<file path="src/rtl/ff_div.sv">
// GF(2^8) divider: q = a * b^254 by square-and-multiply over one shared
// combinational multiplier; fixed 14-cycle latency, 15-cycle throughput.
module ff_div #(
    parameter logic [7:0] POLY = 8'h1B
) (
    input  logic       clk,
    input  logic       rst_n,
    input  logic       start,
    input  logic [7:0] a_in,
    input  logic [7:0] b_in,
    output logic       ready,
    output logic       done,
    output logic [7:0] q_out,
    output logic       div_zero
);

    typedef enum logic [1:0] {IDLE, SQR, MUL} state_t;

    state_t     state, state_n;
    logic [7:0] r, s, r_n, s_n, q_n;
    logic [2:0] iter, iter_n;
    logic       dz, dz_n, dzo_n, done_n;
    logic [7:0] mul_a, prod;

    function automatic logic [7:0] gf_mul(input logic [7:0] x, input logic [7:0] y);
        logic [7:0] acc;
        logic [7:0] p;
        acc = '0;
        p   = x;
        for (int unsigned i = 0; i < 8; i++) begin
            if (y[i]) acc = acc ^ p;
            p = p[7] ? ({p[6:0], 1'b0} ^ POLY) : {p[6:0], 1'b0};
        end
        return acc;
    endfunction

    // SQR squares s; MUL folds s into r. Both share the one multiplier.
    always_comb begin
        mul_a = (state == SQR) ? s : r;
        prod  = gf_mul(mul_a, s);
        ready = (state == IDLE);
    end

    always_comb begin
        state_n = state;
        r_n     = r;
        s_n     = s;
        iter_n  = iter;
        dz_n    = dz;
        q_n     = q_out;
        dzo_n   = div_zero;
        done_n  = 1'b0;
        case (state)
            IDLE: begin
                if (start) begin
                    r_n     = a_in;
                    s_n     = b_in;
                    dz_n    = (b_in == 8'h00);
                    iter_n  = 3'd1;
                    state_n = SQR;
                end
            end
            SQR: begin
                s_n     = prod;
                state_n = MUL;
            end
            MUL: begin
                r_n = prod;
                if (iter == 3'd7) begin
                    q_n     = prod;
                    dzo_n   = dz;
                    done_n  = 1'b1;
                    state_n = IDLE;
                end else begin
                    iter_n  = iter + 3'd1;
                    state_n = SQR;
                end
            end
            default: state_n = IDLE;
        endcase
    end

    always_ff @(posedge clk or negedge rst_n) begin
        if (!rst_n) begin
            state    <= IDLE;
            r        <= '0;
            s        <= '0;
            iter     <= '0;
            dz       <= 1'b0;
            q_out    <= '0;
            div_zero <= 1'b0;
            done     <= 1'b0;
        end else begin
            state    <= state_n;
            r        <= r_n;
            s        <= s_n;
            iter     <= iter_n;
            dz       <= dz_n;
            q_out    <= q_n;
            div_zero <= dzo_n;
            done     <= done_n;
        end
    end

endmodule

</file>
<file path="config.mk">
export PLATFORM = sky130hd
export DESIGN_NAME = ff_div
export DESIGN_NICKNAME = d
export VERILOG_FILES = /design/src/rtl/ff_div.sv
export SDC_FILE = /design/constraint.sdc
export NUM_CORES = 1
export LEC_CHECK = 0
export ABC_AREA = 1
export CAP_MARGIN = 20
export CORE_ASPECT_RATIO = 0.9
export CORE_MARGIN = 1.5
export CORE_UTILIZATION = 60
export DETAILED_ROUTE_END_ITERATION = 8
export PLACE_DENSITY = 0.83
export SYNTH_ARGS = -nofsm -noshare
export SYNTH_HDL_FRONTEND = slang
export SYNTH_SLANG_ARGS = --single-unit
</file>
<file path="constraint.sdc">
create_clock -name clk -period 5.9 [get_ports clk]
set_clock_uncertainty 0.15 [all_clocks]
set_input_delay 1.77 -clock clk [delete_from_list [all_inputs] [get_ports clk]]
set_output_delay 1.77 -clock clk [all_outputs]
set_load 0.05 [all_outputs]
</file>
# Yosys cells after proc, flatten, opt, wreduce, memory -nomap -nowiden
# Index checks and enable logic that the tools add are counted.
[word_totals] ff_bits=32 in_bits=19 out_inout_bits=11
[op_classes] addsub=1 eq_ne=5 mux=28 n_bitwise=14 reduce_logical=9
[ops] op="8-bit two-way mux" count=11
[ops] op="8-bit bitwise XOR" count=7
[ops] op="5-bit two-way mux" count=7
[ops] op="8-bit one-hot mux with 2 select lines" count=2
[ops] op="4-bit inverter" count=7
[ops] op="8-bit zero test" count=1
[ops] op="2-bit AND reduction" count=4
[ops] op="3-bit two-way mux" count=2
[ops] op="2-bit one-hot mux with 3 select lines" count=1
[ops] op="3-bit one-hot mux with 2 select lines" count=1
[ops] op="2-bit != test (second input constant)" count=2
[ops] op="2-bit nonzero test" count=2
[ops] op="3-bit by 1-bit adder with 3-bit output (second input constant)" count=1
[ops] op="3-bit equality test (second input constant)" count=1
[ops] op="1-bit two-way mux" count=3
[ops] op="3-bit AND reduction" count=1
[ops] op="2-bit by 1-bit equality test with 1-bit output (second input constant)" count=1
[ops] op="2-bit equality test (second input constant)" count=1
[ops] op="2-bit zero test" count=1
[ops] op="2-bit two-way mux" count=1

# Depth between registers and ports, before layout
# Gate-level depths: netlist of run 1.
[logic_depth] word_depth=19 depth_mapped=22 mapped_depth_nobuf=20

# Worst setup path before layout of run 1
# OpenSTA, ideal clock, no wires.
[synth_path] path_type="reg2out" start="register state[0]" end="output port ready" arrival_time_ns=1.479 required_time_ns=3.980 slack_ns=2.501 path_stages_with_launch=3 path_cell_list="dfrtp_1 -> buf_4 -> nor2_1"
[synth_between] elab_chain_len=1
[synth_rtl] element="from (decl)" line="19" text="state_t state, state_n;"
[synth_rtl] element="from (signal assigned)" line="94" text="state <= state_n;"
[synth_rtl] element="2-bit zero test" line="41" text="ready = (state == IDLE);"
[synth_rtl] element="to (decl)" line="11" text="output logic ready,"
# No other way between the ends.

# Final worst setup path of run 1
# Same ends and word-level chain as after synthesis.

==> run_results.csv, run 1 <==
group,metric,value,unit
run_status,status,"finished, final reports clean",
cts,cts_setup_buffers,0,
synthesis,async_flop_share,1.00,
finish,nNetsFinal,606,
cts,clk_latency,0.30,ns
cts,post_cts_resized,0,
synthesis,synth-simple-area-share,0.521,
floorplan,num_rows,25,
cts,cts_tree,"built",
synthesis,syn-num-nets,581,
synthesis,synth_mux_area_frac,0,
grt,antenna_found_initial,0,
synthesis,yosysSeqAreaShare,0.247,
synthesis,synth_top_family_by_area,"simple AND/OR/NAND/NOR gates",
critical_path,crit_type,"register to output pin",
grt,grt_overflow_total,0,
synthesis,synth_top_area_cell,"nand2_1",
finish,seqCellArea,801,µm²
cts,clock-sinks,32,
grt,grt_pass1_vias,3218,
route,ant_nets,0,
synthesis,synth_xor_area_frac,0.0617,
synthesis,synth_common_cells,"260 x nand2_1, 68 x inv_1, 66 x nand3_1, 32 x dfrtp_1, 28 x nor2_1",
synthesis,syn_area,3240,µm²
route,drtPass1Iterations,6,
finish,fillers,472,
synthesis,synth_warnings,0,
critical_path,crit_required,3.98,ns
cts,cts.clk_slew.worst_paths,0.08,ns
synthesis,synth-edff-count,0,
critical_path,slowest_delay,0.92,ns
critical_path,arrival,2.26,ns
floorplan,die_width,80.5,µm
cts,ctsHoldBuffers,0,
finish,fin_cells,653,
timing,fin_hold_ws,0.326,ns
route,drt-total-wl,9250,µm
critical_path,path_cells,"nor2_1, clkdlybuf4s50_1",
floorplan,die_height,72.8,µm
route,drt_iter0_drc,416,
timing,finalSetupTns,0,ns
timing,finalHoldViolCount,0,
place,hpwl,7020,µm
grt,grt_usage,0.335,
synthesis,ys_seq_elements,32,
grt,grt_first_pass_wirelength,15100,µm
synthesis,synth_cell_type_count,33,
finish,diodes,0,
grt,grt_max_degree,33,
route,viasPerCell,5.54,
floorplan,pin_count,30,
synthesis,yosys-top-cells-area,"nand2_1 30%, dfrtp_1 25%, nand3_1 10%",
critical_path,cp_slowest_cell,"clkdlybuf4s50_1",
synthesis,yosys.area_share.adder,0.00771,
timing,drv_slew,0,
timing,fmaxAchievable,239,MHz
synthesis,netlist.area_leader.share,0.301,
critical_path,cp_max_fo,11,
finish,drive_above_1_share,0.0700,
floorplan,die_area,5860,µm²
route,drc,0,
place,io_buffers,29,
place,dp.cells,645,
critical_path,cp-start-kind,"register",
finish,multi_input_area,2090,µm²
cts,htreeDepth,2,
hold_path,hold_class,"register to register",
critical_path,critical_path.top_delay_family,"buffers and inverters",
flow_run,drv_cap,0,
route,num_vias,3617,
route,wl_per_cell,14.2,µm
timing,slew_headroom,0.540,
finish,areaGrowthSynthToFinish,12.2,%
synthesis,yosysMostFrequentCell,"nand2_1",
timing,fin_crit_sh,0.709,
timing,rsz0062_at_grt,"no",
synthesis,synth_flop_cell,"dfrtp_1",
synthesis,synth_compound_area_frac,0.0551,
timing,worstMarginPinSlew,0.687,ns
timing,finalSetupViolations,0,
cts,clockBufferDepth,2,
synthesis,avgSynthCellArea,5.79,µm²
floorplan,initial_core_util,0.621,
critical_path,cp_num_buf_inv,1,
cts,clockRootBuffer,"clkbuf_8",
synthesis,netlist_instances,560,
critical_path,cp-end-kind,"output pin",
timing,min_period,4.18,ns
place,place.gp.congestion,0.968,
cts,cts_made_buffers,5,
finish,utilization,0.697,
floorplan,core-area,5220,µm²
-- final timing paths --
check	from	endpoint	slack (ns)	cells past startpoint
min in group asynchronous	rst_n	q_out[5]	1.72	2
max reg2reg	s[7]	q_out[2]	2.95	16
max in group asynchronous	rst_n	r[3]	3.58	2
min reg2reg	div_zero	div_zero	0.33	2
min	div_zero	div_zero	0.33	2
max	state[0]	ready	1.72	2
-- placed cells by master (no fill, tap or decap) --
cell type        netlist  final
clkinv_4               0      1
nand3b_4               1      1
inv_1                 68     68
xor2_1                12     12
clkinvlp_4             0      2
clkdlybuf4s50_1        0     29
ha_1                   2      2
nand3_2                1      1
nor2_4                 1      1
a21oi_1                4      4
nand2_2               16     16
o21ai_2                3      3
nand2_4                5      5
nand2_1              260    260
xnor2_1                9      9
inv_2                  3      3
xor2_2                 1      1
nand3b_1               6      6
buf_4                  2      1
nand4_1                3      3
o21ai_0               12     12
clkbuf_8               0      5
nor3_1                 1      1
o21bai_1               2      2
dfrtp_1               32     32
nor2_1                28     28
nor2_2                 1      1
or2_1                  1      1
o31ai_1                1      1
clkinv_1               1      1
o22ai_1                8      8
nand3_1               66     66
-- stage by stage --
stage | setup WS, ns | cell area (µm²)
floorplan | 2.50 | 3240
global placement | 2.16 | 3550
detailed placement | 2.06 | 3550
CTS | 1.74 | 3640
global route | 1.62 | 3640
finish | 1.72 | 3640
-- logic make-up after synthesis --
group                    count (synthesis)
adder cells (fa/ha/maj)                  2
AO/OA/AOI/OAI                           30
buffers and inverters                   84
XOR/XNOR                                22
AND/OR/NAND/NOR                        390
flip-flops                              32
-- state kept, by name, indices dropped and copies added, names as in the netlist --
| register | flops |
|---|---|
| div_zero | 1 |
| iter | 3 |
| state | 2 |
| r | 8 |
| q_out | 8 |
| s | 8 |
| dz | 1 |
| done | 1 |
-- tightest hold or removal path, delay by kind of cell, from the launching register on --
family / cells / cell delay, ns
DFF: 1 / 0.35
and+or+nand+nor: 2 / 0.10
-- layer usage --
metal	share of wire	wire, µm	vias up	global-route usage
met5	0	0	-	0
met4	0.015	140	0	0.0670
met3	0.082	762	15	0.0563
met2	0.46	4260	169	0.545
met1	0.44	4100	1662	0.472
li1	-	-	1771	-
-- area by class of cell --
type                       instances  area share
timing repair buffer              30      0.0818
clock buffer                       5      0.0189
tap                               67      0.0230
inverter                          72      0.0743
sequential                        32       0.220
multi-input combinational        444       0.575
clock inverter                     3     0.00653
Power of run 1 is not shown: default switching activity piles up to over one toggle a cycle in this logic, so the estimate is an artifact.
==> run 2, diff against run 1 <==
- CORE_UTILIZATION: 60 -> 53
- PLACE_DENSITY: 0.83 -> 0.77
- clock period: 5.9 -> 3.38 ns (I/O delays scaled with it)
==> run 2 against run 1 <==
  * The run now ends with design-rule violations left
  * Core utilization decreased by 6.2 points
  * Sequential share of layout area decreased by 0.23 points
  * Clock-buffer cell count unchanged
  * Wire length increased by 1.5%
  * Design area increased by 1.1%
  * Worst setup slack got worse by 1.3 ns
  * Final cell count increased by 1.2%
  * Critical path depth increased by 17
  * Flip-flop and latch count unchanged
  * Non-clock buffer count increased by 5
  * First-iteration DRC count decreased by 7.0%
  * Critical endpoint is now r[4]
  * Highest routed layer unchanged
==> run_results.csv, run 2 (synthesized netlist as in run 1, its figures left out) <==
group,metric,value,unit
grt,gr-usage-met3,0.0517,
critical_path,endpoint,"r[4]",
timing,fin_crit_sh,0.889,
floorplan,num_rows,26,
critical_path,cp-end-kind,"register",
critical_path,cp_num_buf_inv,2,
timing,finalSetupViolations,0,
cts,clock-sinks,32,
grt,grt_max_degree,33,
cts,clk_latency,0.29,ns
floorplan,die_height,77.2,µm
route,wl_per_cell,14.2,µm
floorplan,pin_count,30,
critical_path,crit_top_cell,"nand2_1",
timing,finalSetupTns,0,ns
critical_path,cp-startpoint,"state[0]",
finish,drive_above_1_share,0.0795,
grt,antenna_found_initial,0,
finish,fillers,564,
flow_run,drv_cap,0,
cts,cts_tree,"built",
route,drt-total-wl,9390,µm
route,drc,1,
critical_path,worst-r2r-setup-slack,0.38,ns
cts,cts.clk_slew.worst_paths,0.08,ns
route,num_vias,3599,
run_status,status,"finished with violations",
finish,layout_common_cells,"260 x nand2_1, 68 x inv_1, 66 x nand3_1, 32 x dfrtp_1",
cts,htreeDepth,2,
run_status,violations,"design-rule violations",
critical_path,cp_slowest_cell,"dfrtp_1",
finish,seqCellArea,801,µm²
place,hpwl,7190,µm
floorplan,core-area,5790,µm²
critical_path,slowest_delay,0.60,ns
critical_path,arrival,3.03,ns
timing,drv_slew,0,
grt,grt_use_met2,0.448,
route,drtPass1Iterations,7,
cts,clockBufferDepth,2,
critical_path,r2r_cells,19,
place,io_buffers,29,
critical_path,cp.depth,19,
timing,fin_ws,0.376,ns
timing,min_period,3.00,ns
route,viasPerCell,5.44,
cts,ctsHoldBuffers,0,
grt,grt_use_met1,0.441,
timing,fmaxAchievable,333,MHz
critical_path,path_cells,"inv_2, nor2_4, nand2_1, nand2_1, nand2_1, nand2_1, nand3_1, nand2_1, inv_2, nand2_1, nand2_1, nand2_1, nand2_1, nand2_1, nand2_1, nand2_1, nand2_1, nand2_1, nand2_1",
place,dp_slack,0.452,ns
finish,multi_input_area,2090,µm²
grt,grt_overflow_total,0,
floorplan,initial_core_util,0.560,
timing,slew_headroom,0.662,
route,drt_iter0_drc,387,
finish,layout_commonest_cell,"nand2_1",
critical_path,critical_path.top_delay_family,"simple AND/OR/NAND/NOR gates",
critical_path,r2r_start,"state[0]",
cts,post_cts_resized,0,
floorplan,die_width,85.5,µm
timing,finalHoldViolCount,0,
grt,grt_usage,0.300,
critical_path,r2r-end,"r[4]",
timing,rsz0062_at_grt,"no",
cts,clockRootBuffer,"clkbuf_8",
hold_path,hold_path_depth,2,
finish,diodes,0,
cts,cts_setup_buffers,0,
place,place.gp.congestion,0.949,
floorplan,die_area,6600,µm²
critical_path,crit_type,"register to register",
grt,grt_pass1_vias,3306,
critical_path,cp-start-kind,"register",
grt,grt_first_pass_wirelength,15800,µm
finish,areaGrowthSynthToFinish,13.4,%
route,ant_nets,0,
finish,nNetsFinal,611,
timing,worstMarginPinSlew,0.505,ns
hold_path,hold_class,"register to register",
critical_path,crit_required,3.41,ns
critical_path,cp_max_fo,14,
finish,top_regs,"q_out (8), r (8), s (8)",
grt,grt_busiest_layer,"met2",
cts,cts_made_buffers,5,
run 2: cell types whose count changed in the layout (fill, tap and decap cells not counted), sizes merged:
| cell | previous run | this run |
|---|---|---|
| buf | 1 | 7 |
| clkdlybuf4s50 | 29 | 28 |
run 2: worst min-delay path: cells and delay by family, from the launching register on:
family,cells,cell delay [ns]
flip-flops,1,0.34
AND/OR/NAND/NOR,2,0.10
run 2: per-layer routing:
layer / vias to the layer above / routed length, µm
met2: 171 / 4070
met3: 16 / 908
met5: - / 0
met4: 0 / 144
met1: 1622 / 4270
li1: 1790 / -
run 2: worst min path at each step:
stage | start | endpoint | slack [ns]
CTS | div_zero | div_zero | 0.33
global route | q_out[2] | q_out[2] | 0.36
detailed placement | div_zero | div_zero | 0.31
floorplan | iter[0] | iter[0] | 0.30
finish | div_zero | div_zero | 0.32
global placement | div_zero | div_zero | 0.30
run 2: metrics by stage:
stage | utilization | instance area, µm² | cells | hold slack, ns
2_1_floorplan | - | 3240 | 560 | 0.296
3_3_place_gp | 0.619 | 3590 | 653 | 0.305
3_5_place_dp | 0.619 | 3590 | 653 | 0.308
4_1_cts | 0.635 | 3680 | 661 | 0.328
5_1_grt | 0.635 | 3680 | 661 | 0.358
6_report | 0.635 | 3680 | 661 | 0.321
run 2: layout make-up:
cell class / count / share of cell area
multi-input combinational: 444 / 0.569
sequential: 32 / 0.218
timing repair buffer: 35 / 0.0905
inverter: 72 / 0.0735
tap: 70 / 0.0238
clock buffer: 5 / 0.0187
clock inverter: 3 / 0.00646
Power of run 2 is left out for the same reason.
